## src/rtl/sub_serial.sv

```systemverilog
// Bit-serial subtractor: a - b computed LSB first over WIDTH cycles with a ripple borrow flop.
// Load / shift / hold structure mirrors the serial adder.
module sub_serial #(
  parameter int unsigned WIDTH = 8,
  parameter int unsigned CW    = 3
) (
  input  logic             clk,
  input  logic             rst,
  input  logic             en,
  input  logic [WIDTH-1:0] a,
  input  logic [WIDTH-1:0] b,
  output logic [WIDTH-1:0] out,
  output logic             borrow,
  output logic             done,
  output logic             busy
);

  typedef enum logic [1:0] {
    StIdle = 2'd0,
    StSub  = 2'd1,
    StDone = 2'd2
  } state_e;

  localparam logic [CW-1:0] LastCount = CW'(WIDTH - 1);

  state_e           state_q, state_d;
  logic [WIDTH-1:0] a_q, a_d;
  logic [WIDTH-1:0] b_q, b_d;
  logic [WIDTH-1:0] out_q, out_d;
  logic             borrow_q, borrow_d;
  logic [CW-1:0]    count_q, count_d;
  logic             diff;

  always_ff @(posedge clk or posedge rst) begin
    if (rst) begin
      state_q  <= StIdle;
      a_q      <= '0;
      b_q      <= '0;
      out_q    <= '0;
      borrow_q <= 1'b0;
      count_q  <= '0;
    end else begin
      state_q  <= state_d;
      a_q      <= a_d;
      b_q      <= b_d;
      out_q    <= out_d;
      borrow_q <= borrow_d;
      count_q  <= count_d;
    end
  end

  assign diff = a_q[0] ^ b_q[0] ^ borrow_q;

  always_comb begin
    state_d  = state_q;
    a_d      = a_q;
    b_d      = b_q;
    out_d    = out_q;
    borrow_d = borrow_q;
    count_d  = count_q;
    unique case (state_q)
      StIdle: begin
        if (en) begin
          a_d      = a;
          b_d      = b;
          out_d    = '0;
          borrow_d = 1'b0;
          count_d  = '0;
          state_d  = StSub;
        end
      end
      StSub: begin
        borrow_d = (~a_q[0] & b_q[0]) | (~(a_q[0] ^ b_q[0]) & borrow_q);
        out_d    = {diff, out_q[WIDTH-1:1]};
        a_d      = a_q >> 1;
        b_d      = b_q >> 1;
        count_d  = count_q + CW'(1);
        if (count_q == LastCount) state_d = StDone;
      end
      StDone: begin
        // Held-high en parks here; a new start needs en to fall first.
        if (!en) state_d = StIdle;
      end
      default: state_d = StIdle;
    endcase
  end

  assign out    = out_q;
  assign borrow = borrow_q;
  assign done   = (state_q == StDone);
  assign busy   = (state_q == StSub);

endmodule

```

## config.mk

```make
export PLATFORM = sky130hd
export DESIGN_NAME = sub_serial
export DESIGN_NICKNAME = d
export VERILOG_FILES = /design/src/rtl/sub_serial.sv
export SDC_FILE = /design/constraint.sdc
export NUM_CORES = 1
export LEC_CHECK = 0
export ABC_CLOCK_PERIOD_IN_PS = 1800
export CORE_AREA = 10 10 72 74
export DETAILED_ROUTE_END_ITERATION = 10
export DIE_AREA = 0 0 82 84
export GPL_TIMING_DRIVEN = 0
export HOLD_SLACK_MARGIN = 0.15
export PLACE_DENSITY = 0.74
export SLEW_MARGIN = 20
export SYNTH_ARGS = -nofsm -noshare
export SYNTH_HDL_FRONTEND = slang
export SYNTH_SLANG_ARGS = --single-unit
```

## constraint.sdc

```tcl
create_clock -name clk -period 1.8 [get_ports clk]
set_input_delay 0.36 -clock clk [delete_from_list [all_inputs] [get_ports clk]]
set_output_delay 0.36 -clock clk [all_outputs]
set_load 0.01 [all_outputs]
```

==> results.md, run 1 <==
* Chip width at 82 um
* Top-count cell post-synth: dfrtp_1
* Top_reg_cell synth: dfrtp_1
* GR Util met1 at 0.118
* Ports at 30
* Synthesized cell area at 1460 sq um
* CTS sink count at 30
* Top cell type's share of synthesized area at 0.516
* FFs w/ async S/R, synth at 1.00
* Worst setup startpoint: state_q[0]$_DFFE_PP0P_
* Min-delay worst type: in -> async
* Reg2Reg Launch Point: state_q[1]$_DFFE_PP0P_
* Critical path startpoint category: flip-flop
* TritonCTS clock tree: done
* Number of global-route vias before repair at 1146
* Relative slew slack at 0.591
* Arr. time, crit path at 1360 ps
* Worst-Skew Late Latency at 280 ps
* CTS buffer count at 5
* Critical Path RT at 1440 ps
* Total Routed Length at 3.15 mm
* Fin util at 0.494
* First-pass GRT wire length at 5.44 mm
* Starting Density at 0.377
* GRT busiest layer: met2
* WHS at 477 ps
* # DRC at 0
* Yosys warns at 0
* Max-cap viol count at 0
* Largest net degree at the start of global routing at 31
* All-Layer GR Usage at 0.101
* Area contributors post-synth: dfrtp_1 (52%), a22o_1 (8.4%), nor4b_1 (7.2%)
* Pwr dens at 1650 nW/um^2
* Leak at 0.834 nW
* Peak Freq at 583 MHz
* Fin nets at 179
* Final Hold Fails at 0
* Core region area at 3860 sq um
* Area growth syn-to-layout at 31.0%
* Post-synthesis cell type count at 19
* Total power at 0.00314 W
* # setup viols final at 0
* Critical path class: reg -> out
* Root buffer cell: clkbuf_8
* #FFs+latches synth at 30
* Synth area leader: dfrtp_1
* Syn nets at 140
* Share of layout cells above drive strength 1 at 0.204
* Worst-path fanout max at 10
* Die Ht at 84 um
* Antenna violations before repair at 0
* PortBufs at 29
* Detailed Place HPWL at 2.30 mm
* Pins over their slew limit at 0
* Detailed-route via count at 1093
* Via-per-instance ratio at 5.28
* Seq/Total Area, Yosys at 0.516
* EDFF count, synth at 0
* Routability-driven placement congestion ratio at 0.804
* Met3 usage at 0.0528
* H-tree Lvls at 2
* Final min period at 1720 ps
* Post-DRT Antenna Nets at 0
* Iter 0 DRT Violations at 50
* WL/cell at 15.2 um
* Met2 Use GR at 0.150
* RSZ-0062 raised after global routing: false
* Mapped Cells at 118
* VDD IR max at 0.000582 V
* Die ar. at 6890 sq um
* Worst slew pin tran at 613 ps
* Critical Path End Type: primary output
* Commonest cells post-synth: dfrtp_1 (30), inv_1 (16), a22o_1 (14)
* Row cnt at 23
* Antenna Cells at 0
* Status: finished clean
* Total gr overflow at 0
* Reg clk slew, reported paths at 60 ps
* Synthesized area per cell at 12.3 sq um
* Clock skew at 2.33 ps
* Fin crit share at 0.953
* Pre-antenna DRT Iters at 4
* CTS max path bufs at 2
* Hold buffers post-CTS at 0
-- power by group --
group / switching, W / internal, W
registers: 0.000161 / 0.000980
logic: 0.000708 / 0.000802
clock network: 0.000226 / 0.000265
-- critical path, stage by stage (launching register included) --
cell	delay, ps
dfrtp_1	320
buf_4	160
nor2b_1	180
buf_4	160
clkdlybuf4s15_1	250
-- cells by family after synthesis --
family,after synthesis,synth area share
buffers and inverters,27,0.0929
AND/OR/NAND/NOR,27,0.136
adder cells (fa/ha/maj),3,0.0310
flip-flops,30,0.516
AO/OA/AOI/OAI,30,0.214
multiplexers,1,0.0103
-- state kept, by name (all words and copies together) (netlist names) --
signal	count
a_q	8
b_q	8
borrow	1
count_q	3
out	8
state_q	2
-- final timing paths --
kind / cells after the start / end / slack (ps)
worst min register to register: 1 / count_q[1]$_DFFE_PP0P_ / 500
min in group clk: 1 / count_q[1]$_DFFE_PP0P_ / 500
worst max-delay path: 4 / busy / 80
worst max register to register: 4 / count_q[0]$_DFFE_PP0P_ / 500
max in group asynchronous: 2 / b_q[0]$_DFFE_PP0P_ / 920
worst min-delay path: 2 / borrow$_DFFE_PP0P_ / 480
-- metrics by stage --
stage	TNS (ps)	setup slack (ps)	cells	area (sq um)
2_1_floorplan	0	506	118	1460
3_5_place_dp	-29.5	-29.5	197	1810
6_report	0	84.7	207	1910
4_1_cts	0	10.8	204	1890
5_1_grt	0	0.560	207	1910
3_3_place_gp	-5.03	-5.03	197	1810
-- per-layer routing --
layer	routed length [um]	part of all wire
met4	49	0.016
met3	287	0.091
met2	1500	0.47
met1	1320	0.42
met5	0	0
-- area by class of cell --
cell class | instances | area, sq um
inverters | 16 | 60.1
fillers | 363 | 1950
clock buffers | 7 | 76.3
well taps | 50 | 62.6
multi-input cells | 61 | 569
flip-flops and latches | 30 | 751
plain buffers | 11 | 80.1
repair buffers | 32 | 308
-- cells in the final DEF, fill, tap and decap left out, drive strengths merged --
| master | Yosys | layout |
|---|---|---|
| inv | 16 | 16 |
| fa | 1 | 1 |
| o21bai | 1 | 1 |
| nor3b | 1 | 1 |
| nor2 | 8 | 8 |
| buf | 10 | 13 |
| a22o | 14 | 14 |
| clkdlybuf4s15 | 0 | 1 |
| o21ba | 1 | 1 |
| dfrtp | 30 | 30 |
| nor4b | 14 | 14 |
| ha | 2 | 2 |
| clkbuf | 1 | 9 |
| clkdlybuf4s50 | 0 | 27 |
| mux2 | 1 | 1 |
| a221oi | 14 | 14 |
| nor2b | 4 | 4 |
-- what timing repair did --
action | in CTS | in global routing
setup buffers | 0 | 3
pin swaps | 0 | 0
endpoints found under the setup margin | 2 | 2
resized for setup | 5 | 2
(Power assumes the default switching activity.)
==> run 2: changes to the inputs <==
Settings changed: CAP_MARGIN set to 0, CORE_AREA 10 10 72 74 to 4 4 66 68, DIE_AREA 0 0 82 84 to 0 0 70 72.
==> results.md, run 2 (synthesis results as in run 1) <==
* Reg clk slew, reported paths at 60 ps
* First-pass GRT wire length at 5.33 mm
* Post-DP Area at 1810 sq um
* WL/cell at 14.8 um
* Peak Freq at 570 MHz
* Routability-driven placement congestion ratio at 0.810
* Pwr dens at 1660 nW/um^2
* Clock skew at 2.34 ps
* Placed Cells at 197
* Critical path class: reg -> out
* Pre-antenna DRT Iters at 4
* Fin util at 0.495
* Leading cell type in the layout, fill and taps excluded: dfrtp_1
* Die ar. at 5040 sq um
* Number of global-route vias before repair at 1154
* Worst-path fanout max at 10
* CTS sink count at 30
* Fin crit share at 0.974
* Critical Path RT at 1440 ps
* Critical Path End Type: primary output
* Ports at 30
* Row cnt at 23
* Top delay family on crit path: buffers and inverters
* Root buffer cell: clkbuf_8
* Pins over their slew limit at 0
* Iter 0 DRT Violations at 49
* Total Routed Length at 3.04 mm
* Chip width at 70 um
* Sequential cell area at 751 sq um
* TritonCTS clock tree: done
* Buffer and inverter count on the worst path at 3
* Worst-Skew Late Latency at 280 ps
* Critical path startpoint category: flip-flop
* Max-cap viol count at 0
* Worst slew pin tran at 621 ps
* Total power at 0.00316 W
* Fin nets at 177
* CTS max path bufs at 2
* Via-per-instance ratio at 5.18
* Share of layout cells above drive strength 1 at 0.212
* Starting Density at 0.377
* Post-DRT Antenna Nets at 0
* RR Endpoint: out[6]$_DFFE_PP0P_
* Area growth syn-to-layout at 31.1%
* Final Hold Fails at 0
* RSZ-0062 raised after global routing: false
* Detailed-route via count at 1068
* CTS buffer count at 5
* Relative slew slack at 0.586
* Worst stage delay on the critical path at 360 ps
* Die Ht at 72 um
* Critical path, cell by cell: buf_4 > nor2b_2 > buf_4 > dlygate4sd2_1
* # DRC at 0
* Filler instances at 369
* Multi-input gate area at 572 sq um
* Total gr overflow at 0
* Setup slack, reg-to-reg at 450 ps
* Status: finished clean
* Most frequent cells in the layout: dfrtp_1 (30), clkdlybuf4s50_1 (27), inv_1 (15), a22o_1 (14), nor4b_1 (12)
* Detailed Place HPWL at 2.15 mm
* Arr. time, crit path at 1390 ps
* Setup_tns at 0 ps
* Antenna Cells at 0
* Reg2Reg Launch Point: state_q[0]$_DFFE_PP0P_
* All-Layer GR Usage at 0.136
* Min-delay worst type: in -> async
* PortBufs at 29
* Layout Cells excl Fill at 206
* VDD IR max at 0.000581 V
* FF-to-FF path depth at 5
* H-tree Lvls at 2
* Leak at 0.836 nW
* Slowest-stage cell, CP: dfrtp_1
* Final min period at 1750 ps
* Most frequent CP cell: buf_4
* Core region area at 3860 sq um
* Largest net degree at the start of global routing at 31
* # setup viols final at 0
* Fin area at 1910 sq um
* Antenna violations before repair at 0
-- run 2: cell count changes in the layout (fill, tap and decap cells not counted), sizes merged --
cell / before / now
clkinv: 0 / 1
dlygate4sd2: 0 / 1
buf: 13 / 11
clkdlybuf4s15: 1 / 0
-- run 2: layout make-up --
cell class / instances / share of cell area
timing repair buffer: 30 / 0.153
sequential: 30 / 0.393
buffer: 11 / 0.0420
multi-input combinational: 61 / 0.300
clock buffer: 7 / 0.0452
inverter: 16 / 0.0315
tap: 50 / 0.0328
clock inverter: 1 / 0.00262
-- run 2: per-stage QoR --
| stage | setup slack [ps] | hold WS (ps) |
|---|---|---|
| floorplan | 506 | 451 |
| global placement | 4.07 | 482 |
| detailed placement | -6.33 | 490 |
| CTS | 23.7 | 511 |
| global route | 11.1 | 523 |
| finish | 46.2 | 481 |
-- run 2: repair_timing --
item | 4_1_cts | 5_1_grt
endpoints found under the setup margin | 2 | 1
hold buffers | 0 | 0
resized for setup | 5 | 2
setup buffers | 1 | 0
-- run 2: where the power goes --
| group | total, W | switching (W) | internal, W | leakage, nW |
|---|---|---|---|---|
| Clock | 0.000548 | 0.000240 | 0.000308 | 0.0482 |
| Combinational | 0.00147 | 0.000700 | 0.000774 | 0.421 |
| Sequential | 0.00114 | 0.000160 | 0.000980 | 0.366 |
| Total | 0.00316 | 0.00110 | 0.00206 | 0.836 |
-- run 2: worst max-delay path by stage --
stage,start,to,slack [ps],cells after the start
final,state_q[0]$_DFFE_PP0P_,busy,50,4
after global routing,state_q[0]$_DFFE_PP0P_,busy,10,4
after CTS,state_q[0]$_DFFE_PP0P_,done,20,4
after detailed placement,state_q[0]$_DFFE_PP0P_,busy,-6,4
after global placement,state_q[0]$_DFFE_PP0P_,busy,4,4
after floorplan,borrow$_DFFE_PP0P_,out[7]$_DFFE_PP0P_,510,3
-- run 2: per-layer routing --
layer,share of wire,up-vias,wire (um),global-route usage
met4,0.022,0,68,0.0553
met5,0,-,0,0
met3,0.059,9,179,0.0540
li1,-,506,-,-
met1,0.45,524,1360,0.163
met2,0.47,29,1430,0.220
==> run 3: changes to the inputs <==
Settings changed: ABC_CLOCK_PERIOD_IN_PS 1800 to 2200.
Clock period 1.8 ns to 2.2 ns, I/O delays scaled along.
==> results.md, run 3 (synthesis results as in run 1) <==
* Reg clk slew, reported paths at 60 ps
* Total gr overflow at 0
* Final Hold Fails at 0
* All-Layer GR Usage at 0.134
* Antenna violations before repair at 0
* Buffer and inverter count on the worst path at 3
* Ports at 30
* Area growth syn-to-layout at 32.6%
* Root buffer cell: clkbuf_8
* Status: finished clean
* Internal at 0.00171 W
* Setup_tns at 0 ps
* Largest net degree at the start of global routing at 31
* Peak Freq at 473 MHz
* Critical path, cell by cell: buf_4 > nor2b_1 > buf_4 > clkdlybuf4s50_1
* Worst-path fanout max at 10
* CTS buffer count at 5
* Sw Ratio at 0.346
* Starting Density at 0.377
* Slowest-stage cell, CP: clkdlybuf4s50_1
* Sw power at 0.000905 W
* Top delay family on crit path: buffers and inverters
* VDD IR max at 0.000471 V
* # DRC at 0
* Clock skew at 2.06 ps
* Max-cap viol count at 0
* Most frequent cells in the layout: dfrtp_1 (30), clkdlybuf4s50_1 (28), inv_1 (15), a22o_1 (14), nor4b_1 (12)
* Fin util at 0.500
* Final min period at 2110 ps
* Worst slew pin tran at 615 ps
* Critical Path End Type: primary output
* Relative slew slack at 0.589
* Leading cell type in the layout, fill and taps excluded: dfrtp_1
* Core region area at 3860 sq um
* Total Routed Length at 3.04 mm
* Critical path class: reg -> out
* Pins over their slew limit at 0
* Most frequent CP cell: buf_4
* Setup slack, reg-to-reg at 890 ps
* Filler instances at 366
* Detailed-route via count at 1083
* Leak at 0.860 nW
* Hold buffers post-CTS at 0
* Clock power frac at 0.171
* Via-per-instance ratio at 5.21
* Post-DRT Antenna Nets at 0
* Min-delay worst type: reg -> reg
* Fin nets at 179
* Sequential power share at 0.356
* Arr. time, crit path at 1670 ps
* Chip width at 70 um
* Critical path startpoint category: flip-flop
* CTS max path bufs at 2
* First-pass GRT wire length at 5.28 mm
* CTS sink count at 30
* Combinational cell fraction of total power at 0.472
* Worst-Skew Late Latency at 280 ps
* Number of global-route vias before repair at 1147
* Routability-driven placement congestion ratio at 0.810
* Worst stage delay on the critical path at 540 ps
* RSZ-0062 raised after global routing: false
* WL/cell at 14.6 um
* PortBufs at 29
* Pwr dens at 1360 nW/um^2
* Die ar. at 5040 sq um
* # setup viols final at 0
* TritonCTS clock tree: done
* Die Ht at 72 um
* Row cnt at 23
* Pre-antenna DRT Iters at 4
* Detailed Place HPWL at 2.15 mm
* Share of layout cells above drive strength 1 at 0.209
* Post-DP Area at 1810 sq um
* Critical Path RT at 1760 ps
* Fin area at 1930 sq um
* Antenna Cells at 0
* Iter 0 DRT Violations at 47
* H-tree Lvls at 2
* Fin crit share at 0.960
[run 3: power groups by stage]
stage          Clock, W  Sequential [W]  Combinational [W]
2_1_floorplan         0        0.000946           0.000811
3_3_place_gp          0        0.000931            0.00115
3_5_place_dp          0        0.000943            0.00120
4_1_cts        0.000465        0.000935            0.00120
5_1_grt        0.000484        0.000959            0.00137
6_report       0.000448        0.000934            0.00124
[run 3: per-stage QoR]
stage	hold slack (ps)	std cells	total power, W	worst slack [ps]
floorplan	470	118	0.00176	906
global placement	482	197	0.00208	324
detailed placement	490	197	0.00214	314
CTS	511	205	0.00260	46.2
global route	523	208	0.00281	23.8
finish	502	208	0.00262	87.8
[run 3: final cells by class]
cell class	count	area, sq um	area share
flip-flops and latches	30	751	0.389
multi-input cells	61	569	0.295
repair buffers	32	315	0.163
clock buffers	7	86.3	0.0447
plain buffers	11	80.1	0.0415
well taps	50	62.6	0.0324
inverters	16	60.1	0.0311
clock inverters	1	5.00	0.00259
[run 3: per-layer routing]
| metal | global-route usage | wire, um | up-vias |
|---|---|---|---|
| met5 | 0 | 0 | - |
| met4 | 0.0553 | 68 | 0 |
| met3 | 0.0540 | 205 | 9 |
| met2 | 0.214 | 1450 | 38 |
| met1 | 0.162 | 1320 | 525 |
| li1 | - | - | 511 |
[run 3: worst paths after layout]
kind	start	endpoint	depth (start not counted)
setup / recovery	state_q[0]$_DFFE_PP0P_	busy	4
hold / removal	out[0]$_DFFE_PP0P_	out[0]$_DFFE_PP0P_	1
setup reg to reg	state_q[0]$_DFFE_PP0P_	out[6]$_DFFE_PP0P_	5
hold reg to reg	out[0]$_DFFE_PP0P_	out[0]$_DFFE_PP0P_	1
max in group asynchronous	rst	out[3]$_DFFE_PP0P_	2
min in group asynchronous	rst	out[5]$_DFFE_PP0P_	2
[run 3: what timing repair did]
action,4_1_cts,5_1_grt
gates resized for setup,1,2
setup buffers,0,3
endpoints found under the setup margin,1,2
